### src/rtl/imm_pkg.sv
// Shared types and the canonical default immediate set for imm_table.
package imm_pkg;

  typedef enum logic [0:0] {
    INIT = 1'b0,
    IDLE = 1'b1
  } state_t;

  localparam int IMM_DEFAULT_CNT = 24;

  localparam logic [0:IMM_DEFAULT_CNT-1][7:0] IMM_DEFAULTS = '{
    8'd0,   8'd1,   8'd2,   8'd3,   8'd4,   8'd5,   8'd6,   8'd14,
    8'd16,  8'd30,  8'd31,  8'd32,  8'd33,  8'd60,  8'd91,  8'd109,
    8'd142, 8'd170, 8'd204, 8'd224, 8'd225, 8'd240, 8'd247, 8'd254
  };

  function automatic logic [7:0] imm_default(input logic [31:0] idx);
    logic [7:0] val_s;
    if (idx < 32'(IMM_DEFAULT_CNT)) begin
      val_s = IMM_DEFAULTS[idx[4:0]];
    end else begin
      val_s = 8'd0;
    end
    return val_s;
  endfunction

endpackage

### src/rtl/imm_init_seq.sv
// Sweep counter and INIT/IDLE control for imm_table; INIT writes one default entry per cycle.
module imm_init_seq
  import imm_pkg::*;
#(
  parameter int DEPTH = 32,
  parameter int IDX_W = $clog2(DEPTH)
) (
  input  logic             clk,
  input  logic             rst_n,
  input  logic             restore_req,
  output state_t           state,
  output logic             busy,
  output logic             sweep_we,
  output logic [IDX_W-1:0] sweep_idx
);

  localparam logic [IDX_W-1:0] LAST_IDX = IDX_W'(DEPTH - 1);

  state_t           state_r;
  state_t           state_nxt_s;
  logic [IDX_W-1:0] cnt_r;
  logic [IDX_W-1:0] cnt_nxt_s;

  // State and sweep counter registers
  always_ff @(posedge clk or negedge rst_n) begin
    if (!rst_n) begin
      state_r <= INIT;
      cnt_r   <= '0;
    end else begin
      state_r <= state_nxt_s;
      cnt_r   <= cnt_nxt_s;
    end
  end

  // Next-state logic; a restore request always restarts the sweep at entry 0
  always_comb begin
    state_nxt_s = state_r;
    cnt_nxt_s   = cnt_r;
    case (state_r)
      INIT: begin
        if (restore_req) begin
          cnt_nxt_s = '0;
        end else if (cnt_r == LAST_IDX) begin
          state_nxt_s = IDLE;
          cnt_nxt_s   = '0;
        end else begin
          cnt_nxt_s = cnt_r + IDX_W'(1);
        end
      end
      IDLE: begin
        if (restore_req) begin
          state_nxt_s = INIT;
          cnt_nxt_s   = '0;
        end else begin
          state_nxt_s = IDLE;
        end
      end
      default: begin
        state_nxt_s = INIT;
        cnt_nxt_s   = '0;
      end
    endcase
  end

  assign state     = state_r;
  assign busy      = (state_r == INIT);
  assign sweep_we  = (state_r == INIT);
  assign sweep_idx = cnt_r;

endmodule

### src/rtl/imm_table.sv
// Writable immediate table with registered valid/ready reads and a default-restore sweep.
// Optional even-parity protection per entry is enabled with IMM_TABLE_PARITY_EN.
module imm_table
  import imm_pkg::*;
#(
  parameter int DEPTH  = 32,
  parameter int DATA_W = 8,
  parameter int IDX_W  = $clog2(DEPTH)
) (
  input  logic              clk,
  input  logic              rst_n,
  input  logic              restore_req,
  output logic              busy,
  input  logic              rd_req,
  input  logic [IDX_W-1:0]  rd_idx,
  output logic              rd_ready,
  output logic              rd_valid,
  output logic [DATA_W-1:0] rd_data,
  output logic              rd_err,
  input  logic              wr_en,
  input  logic [IDX_W-1:0]  wr_idx,
  input  logic [DATA_W-1:0] wr_data,
`ifdef IMM_TABLE_PARITY_EN
  input  logic              inj_perr,
`endif
  output logic              wr_ack,
  output logic              rd_perr
);

  localparam logic [IDX_W:0] DEPTH_X = (IDX_W + 1)'(DEPTH);

  state_t            state_s;
  logic              sweep_we_s;
  logic [IDX_W-1:0]  sweep_idx_s;
  logic [DATA_W-1:0] sweep_data_s;
  logic [DATA_W-1:0] mem_r [DEPTH];

  logic              idle_s;
  logic              rd_acc_s;
  logic              rd_inr_s;
  logic              wr_inr_s;
  logic              wr_ok_s;
  logic              fwd_s;
  logic [DATA_W-1:0] rd_word_s;
  logic              rd_par_bad_s;

  logic              rd_valid_r;
  logic [DATA_W-1:0] rd_data_r;
  logic              rd_err_r;
  logic              rd_perr_r;
  logic              wr_ack_r;

  imm_init_seq #(
    .DEPTH (DEPTH),
    .IDX_W (IDX_W)
  ) u_init_seq (
    .clk         (clk),
    .rst_n       (rst_n),
    .restore_req (restore_req),
    .state       (state_s),
    .busy        (busy),
    .sweep_we    (sweep_we_s),
    .sweep_idx   (sweep_idx_s)
  );

  assign sweep_data_s = DATA_W'(imm_default(32'(sweep_idx_s)));
  assign idle_s       = (state_s == IDLE);
  assign rd_acc_s     = rd_req && idle_s;
  assign rd_inr_s     = ({1'b0, rd_idx} < DEPTH_X);
  assign wr_inr_s     = ({1'b0, wr_idx} < DEPTH_X);
  // A restore in the same cycle wins over a write
  assign wr_ok_s      = wr_en && idle_s && wr_inr_s && !restore_req;
  assign fwd_s        = wr_ok_s && (wr_idx == rd_idx);

`ifdef IMM_TABLE_PARITY_EN
  logic par_r [DEPTH];
  logic wr_par_s;
  logic stored_par_s;

  function automatic logic parity_even(input logic [DATA_W-1:0] d);
    return ^d;
  endfunction

  assign wr_par_s = parity_even(wr_data) ^ inj_perr;

  // Parity storage alongside the data array
  always_ff @(posedge clk) begin
    if (sweep_we_s) begin
      par_r[sweep_idx_s] <= parity_even(sweep_data_s);
    end else if (wr_ok_s) begin
      par_r[wr_idx] <= wr_par_s;
    end
  end
`endif

  // Table array; contents are defined only once a sweep has written them
  always_ff @(posedge clk) begin
    if (sweep_we_s) begin
      mem_r[sweep_idx_s] <= sweep_data_s;
    end else if (wr_ok_s) begin
      mem_r[wr_idx] <= wr_data;
    end
  end

  // Read mux with write-first forwarding and parity recheck
  always_comb begin
    rd_word_s    = '0;
    rd_par_bad_s = 1'b0;
    if (!rd_inr_s) begin
      rd_word_s = '0;
    end else if (fwd_s) begin
      rd_word_s = wr_data;
    end else begin
      rd_word_s = mem_r[rd_idx];
    end
`ifdef IMM_TABLE_PARITY_EN
    stored_par_s = fwd_s ? wr_par_s : par_r[rd_idx];
    if (rd_inr_s) begin
      rd_par_bad_s = (parity_even(rd_word_s) != stored_par_s);
    end else begin
      rd_par_bad_s = 1'b0;
    end
`endif
  end

  // Registered read response and write acknowledge
  always_ff @(posedge clk or negedge rst_n) begin
    if (!rst_n) begin
      rd_valid_r <= 1'b0;
      rd_data_r  <= '0;
      rd_err_r   <= 1'b0;
      rd_perr_r  <= 1'b0;
      wr_ack_r   <= 1'b0;
    end else begin
      rd_valid_r <= rd_acc_s;
      rd_err_r   <= rd_acc_s && !rd_inr_s;
      rd_perr_r  <= rd_acc_s && rd_par_bad_s;
      wr_ack_r   <= wr_ok_s;
      if (rd_acc_s) begin
        rd_data_r <= rd_word_s;
      end
    end
  end

  assign rd_ready = idle_s;
  assign rd_valid = rd_valid_r;
  assign rd_data  = rd_data_r;
  assign rd_err   = rd_err_r;
  assign rd_perr  = rd_perr_r;
  assign wr_ack   = wr_ack_r;

endmodule

### config.mk
export PLATFORM = sky130hd
export DESIGN_NAME = imm_table
export DESIGN_NICKNAME = d
export VERILOG_FILES = /design/src/rtl/imm_pkg.sv /design/src/rtl/imm_init_seq.sv /design/src/rtl/imm_table.sv
export SDC_FILE = /design/constraint.sdc
export NUM_CORES = 1
export LEC_CHECK = 0
export BUFFER_PORTS_ARGS = -buffer_cell sky130_fd_sc_hd__buf_2
export CELL_PAD_IN_SITES_DETAIL_PLACEMENT = 1
export CELL_PAD_IN_SITES_GLOBAL_PLACEMENT = 1
export CORE_MARGIN = 2
export CORE_UTILIZATION = 53
export DETAILED_ROUTE_END_ITERATION = 8
export PLACE_DENSITY = 0.9
export REMOVE_ABC_BUFFERS = 1
export SYNTH_ARGS = -nofsm -noshare
export SYNTH_HDL_FRONTEND = slang
export SYNTH_SLANG_ARGS = --single-unit
### constraint.sdc
create_clock -name clk -period 4.2 [get_ports clk]
set_input_delay 0.84 -clock clk [delete_from_list [all_inputs] [get_ports clk]]
set_output_delay 0.84 -clock clk [all_outputs]
set_load 0.01 [all_outputs]
==> results of run 1 <==
==> layout make-up <==
type                    instances  share of cell area (%)
repair buffers                 50                   2.293
clock buffers                  37                   5.899
inverters                       7                  0.2058
well taps                     275                   2.695
flip-flops and latches        272                   63.34
clock inverters                11                   1.431
multi-input cells             364                   24.14
==> power breakdown <==
part           internal, mW  leakage, nW  total [mW]  switching, mW
clock                  1.56        0.461        2.58           1.02
sequential             3.00         2.56        3.04         0.0321
combinational         0.131         1.40       0.401          0.270
==> worst max path at each step <==
stage | start | endpoint | slack, ns
floorplan | u_init_seq.sweep_idx[0] | mem_r[0][4] | 1.12
global placement | restore_req | mem_r[27][4] | 0.97
detailed placement | restore_req | mem_r[10][0] | 0.76
CTS | u_init_seq.state | mem_r[26][5] | 0.99
global route | u_init_seq.state | mem_r[11][2] | 0.69
finish | u_init_seq.state | mem_r[26][2] | 0.84
==> metrics by stage <==
step	area, sq um	util (%)	instances
6_report	12770	60.74	1016
5_1_grt	12770	60.74	1016
4_1_cts	12770	60.74	1016
3_5_place_dp	11830	56.29	968
3_3_place_gp	11830	56.29	968
2_1_floorplan	11160	-	643
==> cells by family after synthesis <==
kind of cell / synth area share [%]
simple gates: 5.366
flops: 71.08
xor+xnor: 0.5388
mux: 13.53
compound gates: 6.191
buf+inv: 2.166
other cells: 0.03296
fa+ha+maj: 1.100
==> cell usage in the layout, fill, tap and decap left out, types with 4 or more instances in the layout <==
| cell type | count |
|---|---|
| edfxtp_1 | 256 |
| mux2i_1 | 66 |
| nor2_1 | 57 |
| mux4_2 | 36 |
| buf_2 | 33 |
| a22oi_1 | 30 |
| clkbuf_16 | 27 |
| nand2_1 | 23 |
| a21oi_1 | 20 |
| buf_4 | 17 |
| o21ai_0 | 16 |
| nand3_1 | 16 |
| dfrtp_1 | 16 |
| ha_1 | 10 |
| o31ai_1 | 7 |
| nor2b_1 | 6 |
| mux2_2 | 6 |
| nand4_1 | 6 |
| o21ai_1 | 6 |
| clkbuf_1 | 6 |
| inv_1 | 5 |
| nand2b_1 | 5 |
| a211oi_1 | 5 |
| a221oi_1 | 5 |
| bufinv_16 | 5 |
| and3_1 | 4 |
| xor2_1 | 4 |
| clkinv_2 | 4 |
| clkbuf_8 | 4 |
==> registers in the layout, indices dropped and copies added (netlist names) <==
name,count
rd_data,8
rd_valid,1
mem_r,256
u_init_seq.sweep_idx,5
u_init_seq.state,1
wr_ack,1
==> worst register-to-register path: stages, from the launching register on <==
cell and delay, ns:
dfrtp_1 0.72, nand3b_4 0.31, inv_2 0.41, nor2_1 0.08
a21oi_1 0.52, nand2_1 0.30, nor2_1 0.66
==> per-layer routing <==
metal	routed length, microns	track usage, %	part of all wire (%)
met1	12000	39.46	38
met2	15210	47.32	48
met3	3003	5.030	9.4
met4	1673	12.92	5.2
met5	0	0	0
==> flow_summary.yaml, run 1 <==
drt:
  drt_iter0_drc: 895
  wl_mm: 31.89
  ant_nets: 0
  wire_per_inst_microns: 31.39
  vias_per_cell: 6.803
  vias: 6912
  dr.pass1.iters: 5
  drc: 0
critical_path:
  reg2reg_to: "mem_r[26][2]"
  regToRegSetupSlack_ns: 0.84
  cp.buffers_inverters: 1
  slowest_delay_ns: 0.72
  critical_path_class: "register to register"
  cp-end-kind: "register"
  critical_path_peak_fanout: 20
  critPathRequiredTime_ns: 4.37
  crit_chain: "nand3b_4 > inv_2 > nor2_1 > a21oi_1 > nand2_1 > nor2_1"
  critPathArrivalTime_ns: 3.53
  cp_common_cell: "nor2_1"
  start_kind: "register"
  timing.rr.start: "u_init_seq.state"
  critPathTopFamily: "simple AND/OR/NAND/NOR gates"
  crit_slowest_cell: "dfrtp_1"
  rr_worst_depth: 6
  worstSetupPathDepth: 6
logic_synthesis:
  synth-seq-area-share_pct: 71.08
  synth_cells: 679
  synth_edf_count: 256
  yosys-top-cells-area: "edfxtp_1, mux4_2, mux2i_1, dfrtp_1, a22oi_1"
  synth.most_common_cell: "edfxtp_1"
  synth_flop_cell: "edfxtp_1"
  yosysTopAreaCellShare_pct: 67.56
  syn_area_sq_um: 11380
  ys_types: 48
  avgSynthCellArea_sq_um: 16.76
  ys_seq_elements: 272
  synth_common_cells: "edfxtp_1, mux2i_1, nor2_1"
  synth_area_leader_cell: "edfxtp_1"
  ys_warn_count: 0
  async_flop_share_pct: 5.882
pwr:
  powerDensity_nw_per_um2: 471.3
  ir_drop_v: 0.0003195
  power_mw: 6.017
  leakage_nw: 4.413
sta:
  finalHoldViolCount: 0
  setup_viol: 0
  fin_skew_ns: 0.02566
  grt_setup_unrepaired: "no"
  slew_violations: 0
  finalCriticalPeriod_ns: 3.361
  slew_headroom_pct: 27.83
  hold_ws_ns: 0.2392
  worst_pin_slew_ns: 1.080
  max_freq_mhz: 297.5
  fin_tns_setup_ns: 0
  finalCritPeriodShare_pct: 80.02
  fin_ws_ns: 0.8392
clock_network:
  htreeDepth: 1
  clock_tree.root_cell: "clkbuf_16"
  postCtsHoldBufs: 0
  postCtsSetupRepairBufs: 0
  clock_path_buffers: 3
  clock_sinks: 272
  cts-resized-gates: 0
  tritoncts: "built"
  cts.clk_slew.worst_paths_ns: 0.07
  insertion_delay_ns: 0.54
  cts_made_buffers: 26
placed_design:
  io_buffers: 34
  gp_congestion: 0.9141
  place_hpwl_mm: 19.60
  place_ws_ns: 0.7576
die:
  fp-row-count: 53
  design.die.area_sq_um: 22660
  die_w_microns: 150.5
  io_pins: 37
  initial_utilization_pct: 54.13
  coreArea_sq_um: 21020
  die_h_microns: 150.5
run_status:
  status: "completed"
finish:
  nFillCells: 1818
  insertedDiodeCount: 0
  final_nets: 754
  drive_gt1_share_pct: 18.89
  seq_area_sq_um: 8088
  multi_input_area_sq_um: 3082
  area_growth_pct: 12.22
global_routing:
  antenna_found_initial: 0
  grt_pass1_vias: 7277
  grt_max_degree: 42
  grt_usage_pct: 29.28
  overflow: 0
  grt_pass1_wl_mm: 47.89
worst_hold_path:
  min_path_type: "primary input to asynchronous set/reset pin"
run:
  timing.max_cap.violations: 0
(Power assumes the default switching activity.)
==> run 2, diff against run 1 <==
--- a/config.mk
+++ b/config.mk
@@ -5,13 +5,14 @@
 export SDC_FILE = /design/constraint.sdc
 export NUM_CORES = 1
 export LEC_CHECK = 0
+export ABC_AREA = 1
 export BUFFER_PORTS_ARGS = -buffer_cell sky130_fd_sc_hd__buf_2
 export CELL_PAD_IN_SITES_DETAIL_PLACEMENT = 1
 export CELL_PAD_IN_SITES_GLOBAL_PLACEMENT = 1
 export CORE_MARGIN = 2
-export CORE_UTILIZATION = 53
+export CORE_UTILIZATION = 50
 export DETAILED_ROUTE_END_ITERATION = 8
-export PLACE_DENSITY = 0.9
+export PLACE_DENSITY = 0.91
 export REMOVE_ABC_BUFFERS = 1
 export SYNTH_ARGS = -nofsm -noshare
 export SYNTH_HDL_FRONTEND = slang
==> constraint.sdc (replaced) <==
create_clock -name clk -period 3.5 [get_ports clk]
set_input_delay 0.7 -clock clk [delete_from_list [all_inputs] [get_ports clk]]
set_output_delay 0.7 -clock clk [all_outputs]
set_load 0.01 [all_outputs]
==> flow_summary.yaml, run 2 <==
run_status:
  status: "completed"
finish:
  largest_reg_flops: 256
  final_nets: 1229
  drive_gt1_share_pct: 13.48
  top_register: "mem_r"
  final_cell_mix: "nand2_1, edfxtp_1, nand3_1, inv_1"
  post-route-util_pct: 58.42
  final_common_cell: "nand2_1"
  area_growth_pct: 14.68
  insertedDiodeCount: 0
  nFillCells: 2501
critical_path:
  regToRegSetupSlack_ns: 0.72
  critPathArrivalTime_ns: 3.25
  critical_path_peak_fanout: 10
  critical_path_class: "register to register"
  critPathRequiredTime_ns: 3.96
  cp-end-kind: "register"
  start_kind: "register"
sta:
  slew_headroom_pct: 44.93
  fin_tns_setup_ns: 0
  grt_setup_unrepaired: "no"
  setup_viol: 0
  finalCritPeriodShare_pct: 79.47
  finalHoldViolCount: 0
  max_freq_mhz: 359.5
  slew_violations: 0
  fin_skew_ns: 0.02241
  finalCriticalPeriod_ns: 2.782
  worst_pin_slew_ns: 0.8261
logic_synthesis:
  ys_warn_count: 0
  synth_area_leader_cell: "edfxtp_1"
  ys_seq_elements: 272
  synth_edf_count: 256
  syn_area_sq_um: 11960
  ys_types: 34
  async_flop_share_pct: 5.882
  synth_cells: 1135
  synth_flop_cell: "edfxtp_1"
  yosys-top-cells-area: "edfxtp_1, nand2_1, nand3_1, dfrtp_1, inv_1"
  synth_common_cells: "nand2_1, edfxtp_1, nand3_1"
  avgSynthCellArea_sq_um: 10.54
  synth-seq-area-share_pct: 67.64
  yosysTopAreaCellShare_pct: 64.29
  synth.most_common_cell: "nand2_1"
die:
  coreArea_sq_um: 23470
  die_w_microns: 158.6
  design.die.area_sq_um: 25170
  io_pins: 37
  die_h_microns: 158.6
  initial_utilization_pct: 50.94
  fp-row-count: 56
clock_network:
  htreeDepth: 1
  cts.clk_slew.worst_paths_ns: 0.06
  postCtsHoldBufs: 0
  clock_path_buffers: 3
  clock_tree.root_cell: "clkbuf_16"
  clock_sinks: 272
  insertion_delay_ns: 0.55
  cts-resized-gates: 0
  cts_made_buffers: 28
  tritoncts: "built"
  postCtsSetupRepairBufs: 0
pwr:
  ir_drop_v: 0.0004419
  powerDensity_nw_per_um2: 530.7
  leakage_nw: 5.514
placed_design:
  io_buffers: 34
  gp_congestion: 0.8902
  place_hpwl_mm: 24.12
drt:
  dr.pass1.iters: 5
  drt_iter0_drc: 1225
  drc: 0
  ant_nets: 0
  wl_mm: 39.14
  vias_per_cell: 6.114
  vias: 9391
  wire_per_inst_microns: 25.48
global_routing:
  grt_pass1_vias: 9873
  grt_max_degree: 132
  grt_usage_pct: 32.06
  grt_pass1_wl_mm: 59.02
  overflow: 0
  antenna_found_initial: 0
worst_hold_path:
  min_path_type: "primary input to asynchronous set/reset pin"
run:
  timing.max_cap.violations: 0
[run 2: changes by cell type after synthesis, sizes merged, moves of 20 or more]
cell,delta
nand3,+213
mux2i,-66
a22oi,-30
inv,+51
o21ai,-20
mux4,-36
nand2,+389
[run 2: power by group]
group | total, mW | leakage, nW | internal, mW | switching [mW]
registers | 3.64 | 2.59 | 3.60 | 0.0319
clock network | 3.05 | 0.458 | 1.80 | 1.25
logic | 0.592 | 2.46 | 0.153 | 0.439
[run 2: kinds of logic (layout without fill, tap and decap cells)]
family / after synthesis / after routing / synth area share [%]
adders and majority gates: 10 / 10 / 1.046
AOI/OAI and AO/OA: 25 / 25 / 1.266
other: 1 / 2 / 0.03136
DFF: 272 / 272 / 67.64
and+or+nand+nor: 708 / 708 / 25.88
xor gates and xnor gates: 1 / 1 / 0.07326
buffers and inverters: 118 / 199 / 4.070
[run 2: area by class of cell]
class / instances / area [sq um] / area share (%)
clock inverters: 15 / 171.4 / 1.250
repair buffers: 89 / 635.6 / 4.635
well taps: 319 / 399.1 / 2.911
multi-input cells: 746 / 3442 / 25.10
flip-flops and latches: 272 / 8088 / 58.98
inverters: 59 / 225.2 / 1.642
clock buffers: 36 / 752.0 / 5.484
[run 2: per-stage QoR]
step / worst slack [ns] / area [sq um] / power [mW] / hold WS (ns) / cells
floorplan: 0.8670 / 11700 / 3.972 / 0.4044 / 1077
global placement: 0.7551 / 12790 / 4.218 / 0.4588 / 1485
detailed placement: 0.5830 / 12790 / 4.262 / 0.4731 / 1485
CTS: 0.8220 / 13710 / 7.275 / 0.1044 / 1536
global route: 0.6387 / 13710 / 7.427 / 0.1212 / 1536
finish: 0.7184 / 13710 / 7.277 / 0.1088 / 1536
[run 2: path summary, 6_finish.rpt]
kind | endpoint | cells after the start | from
max | rd_data[0] | 9 | u_init_seq.sweep_idx[1]
min | rd_data[5] | 1 | rst_n
max reg2reg | rd_data[0] | 9 | u_init_seq.sweep_idx[1]
min reg2reg | rd_data[3] | 2 | rd_data[3]
max in group asynchronous | rd_data[0] | 1 | rst_n
min in group clk | u_init_seq.state | 2 | restore_req
[run 2: worst max-delay path: stages, from the launching register on]
cell and delay (ns):
dfrtp_1 0.48, inv_1 0.24, ha_1 0.24, o211ai_1 0.28, nand3_1 0.15, a21oi_2 0.69
nor2_1 0.20, nor2_1 0.18, nand2_1 0.14, nand2_1 0.10
[run 2: metal layers]
metal / up-vias / routed length, microns / GRT usage (%)
met2: 648 / 19510 / 54.26
met5: - / 0 / 0
li1: 3981 / - / -
met4: 0 / 2080 / 17.29
met1: 4611 / 14160 / 40.15
met3: 151 / 3390 / 4.382
==> run 3, diff against run 2 <==
==> constraint.sdc (replaced) <==
create_clock -name clk -period 2.75 [get_ports clk]
set_input_delay 0.55 -clock clk [delete_from_list [all_inputs] [get_ports clk]]
set_output_delay 0.55 -clock clk [all_outputs]
set_load 0.01 [all_outputs]
==> flow_summary.yaml, run 3 (same netlist as run 2, synthesis figures left out) <==
sta:
  fin_tns_setup_ns: 0
  setup_viol: 0
  fin_skew_ns: 0.01280
  slew_headroom_pct: 54.15
  slew_violations: 0
  grt_setup_unrepaired: "no"
  finalHoldViolCount: 0
  finalCritPeriodShare_pct: 86.71
  finalCriticalPeriod_ns: 2.385
  worst_pin_slew_ns: 0.6860
  max_freq_mhz: 419.4
critical_path:
  critical_path_peak_fanout: 9
  regToRegSetupSlack_ns: 0.37
  crit_slowest_cell: "dfrtp_1"
  start_kind: "register"
  critPathRequiredTime_ns: 3.23
  rr_worst_depth: 11
  critical_path_class: "register to register"
  cp-end-kind: "register"
  slowest_delay_ns: 0.50
  timing.rr.start: "u_init_seq.sweep_idx[1]"
  reg2reg_to: "rd_data[2]"
  critPathArrivalTime_ns: 2.86
  crit_chain: "inv_1 > ha_1 > inv_1 > o21ai_0 > nand3_1 > a31oi_4 > buf_4 > nor2_2 > nor2_1 > nand2_1 > nand2_1"
global_routing:
  grt_pass1_vias: 9729
  grt_max_degree: 90
  antenna_found_initial: 1
  overflow: 0
  grt_pass1_wl_mm: 56.76
  grt_usage_pct: 30.64
run_status:
  status: "completed"
clock_network:
  clock_tree.root_cell: "clkbuf_16"
  htreeDepth: 1
  clock_path_buffers: 3
  insertion_delay_ns: 0.55
  cts_made_buffers: 29
  tritoncts: "built"
  cts-resized-gates: 0
  cts.clk_slew.worst_paths_ns: 0.06
  clock_sinks: 272
die:
  design.die.area_sq_um: 25170
  io_pins: 37
  die_w_microns: 158.6
  coreArea_sq_um: 23470
  initial_utilization_pct: 50.94
  fp-row-count: 56
  die_h_microns: 158.6
drt:
  drc: 0
  dr.pass1.iters: 5
  vias_per_cell: 5.886
  drt_iter0_drc: 994
  wire_per_inst_microns: 23.97
  vias: 9152
  wl_mm: 37.27
  ant_nets: 0
worst_hold_path:
  hold_depth: 2
  min_from: "restore_req"
  min_path_type: "primary input to register"
  whs_endpoint: "u_init_seq.state"
pwr:
  p_switching_mw: 2.204
  powerDensity_nw_per_um2: 673.6
  swShare_pct: 23.39
  intPower_mw: 7.216
  pwr-share-clk_pct: 42.7
  combPwrFrac_pct: 8.2
  ir_drop_v: 0.0004728
  leakage_nw: 5.655
  power_frac_seq_pct: 49.1
placed_design:
  io_buffers: 34
  gp_congestion: 0.8980
  place_hpwl_mm: 23.52
finish:
  top_register: "mem_r"
  insertedDiodeCount: 0
  post-route-util_pct: 59.58
  area_growth_pct: 16.95
  largest_reg_flops: 256
  final_cell_mix: "nand2_1, edfxtp_1, nand3_1, buf_4, inv_1"
  final_nets: 1247
  nFillCells: 2498
  final_common_cell: "nand2_1"
  drive_gt1_share_pct: 15.05
run:
  timing.max_cap.violations: 0
run 3: cell types whose count changed in the layout (fill, tap and decap cells not counted), sizes merged:
cell	change
buf	+16
clkinv	+1
dlygate4sd3	+1
inv	+1
run 3: power by group through the flow:
| stage | Combinational, mW | Sequential (mW) | Clock (mW) |
|---|---|---|---|
| finish | 0.772 | 4.62 | 4.03 |
| global route | 0.831 | 4.62 | 4.19 |
| CTS | 0.761 | 4.62 | 4.04 |
| detailed placement | 0.743 | 4.71 | 0 |
| global placement | 0.700 | 4.70 | 0 |
| floorplan | 0.351 | 4.70 | 0 |
run 3: per-stage QoR:
| stage | cell area [sq um] | setup WS (ns) | std cells | hold slack [ns] | total power [mW] |
|---|---|---|---|---|---|
| after floorplan | 11700 | 0.1170 | 1077 | 0.2544 | 5.056 |
| after global placement | 13000 | 0.4356 | 1501 | 0.4621 | 5.400 |
| after detailed placement | 13000 | 0.3868 | 1501 | 0.4752 | 5.449 |
| after CTS | 13980 | 0.4370 | 1555 | 0.2907 | 9.427 |
| after global routing | 13980 | 0.1654 | 1555 | 0.3038 | 9.650 |
| final | 13980 | 0.3655 | 1555 | 0.3027 | 9.419 |
run 3: routing by layer:
metal / share of wire (%) / up-vias / track usage [%]
li1: - / 4024 / -
met1: 39 / 4562 / 38.37
met2: 50 / 428 / 53.02
met3: 6.3 / 136 / 4.300
met4: 4.7 / 2 / 13.90
met5: 0.019 / - / 0
run 3: repair_timing:
item | 4_1_cts | 5_1_grt
buffers inserted | 0 | 0
endpoints found under the setup margin | 0 | 0
hold endpoints to repair | 16 | 0
hold buffers | 1 | 0
run 3: worst max path at each step:
stage | startpoint | to | slack [ns] | cells past startpoint
after floorplan | u_init_seq.sweep_idx[0] | mem_r[0][2] | 0.12 | 6
after global routing | u_init_seq.sweep_idx[1] | rd_data[2] | 0.17 | 11
final | u_init_seq.sweep_idx[1] | rd_data[2] | 0.37 | 11
after global placement | restore_req | mem_r[8][4] | 0.44 | 7
after detailed placement | restore_req | mem_r[9][0] | 0.39 | 9
after CTS | u_init_seq.sweep_idx[1] | rd_data[2] | 0.44 | 11
run 3: final cells by class:
class	count	area, sq um	share of cell area, %
well taps	319	399.1	2.854
flip-flops and latches	272	8088	57.83
multi-input cells	746	3442	24.61
inverters	59	225.2	1.610
clock buffers	36	792.0	5.663
repair buffers	106	853.3	6.102
clock inverters	17	185.2	1.324
run 3: critical path: cells and delay by family, from the launching register on:
family                   cells  cell delay [ns]
AO/OA/AOI/OAI                2             0.59
AND/OR/NAND/NOR              5             0.45
flip-flops                   1             0.50
buffers and inverters        3             0.44
adder cells (fa/ha/maj)      1             0.34
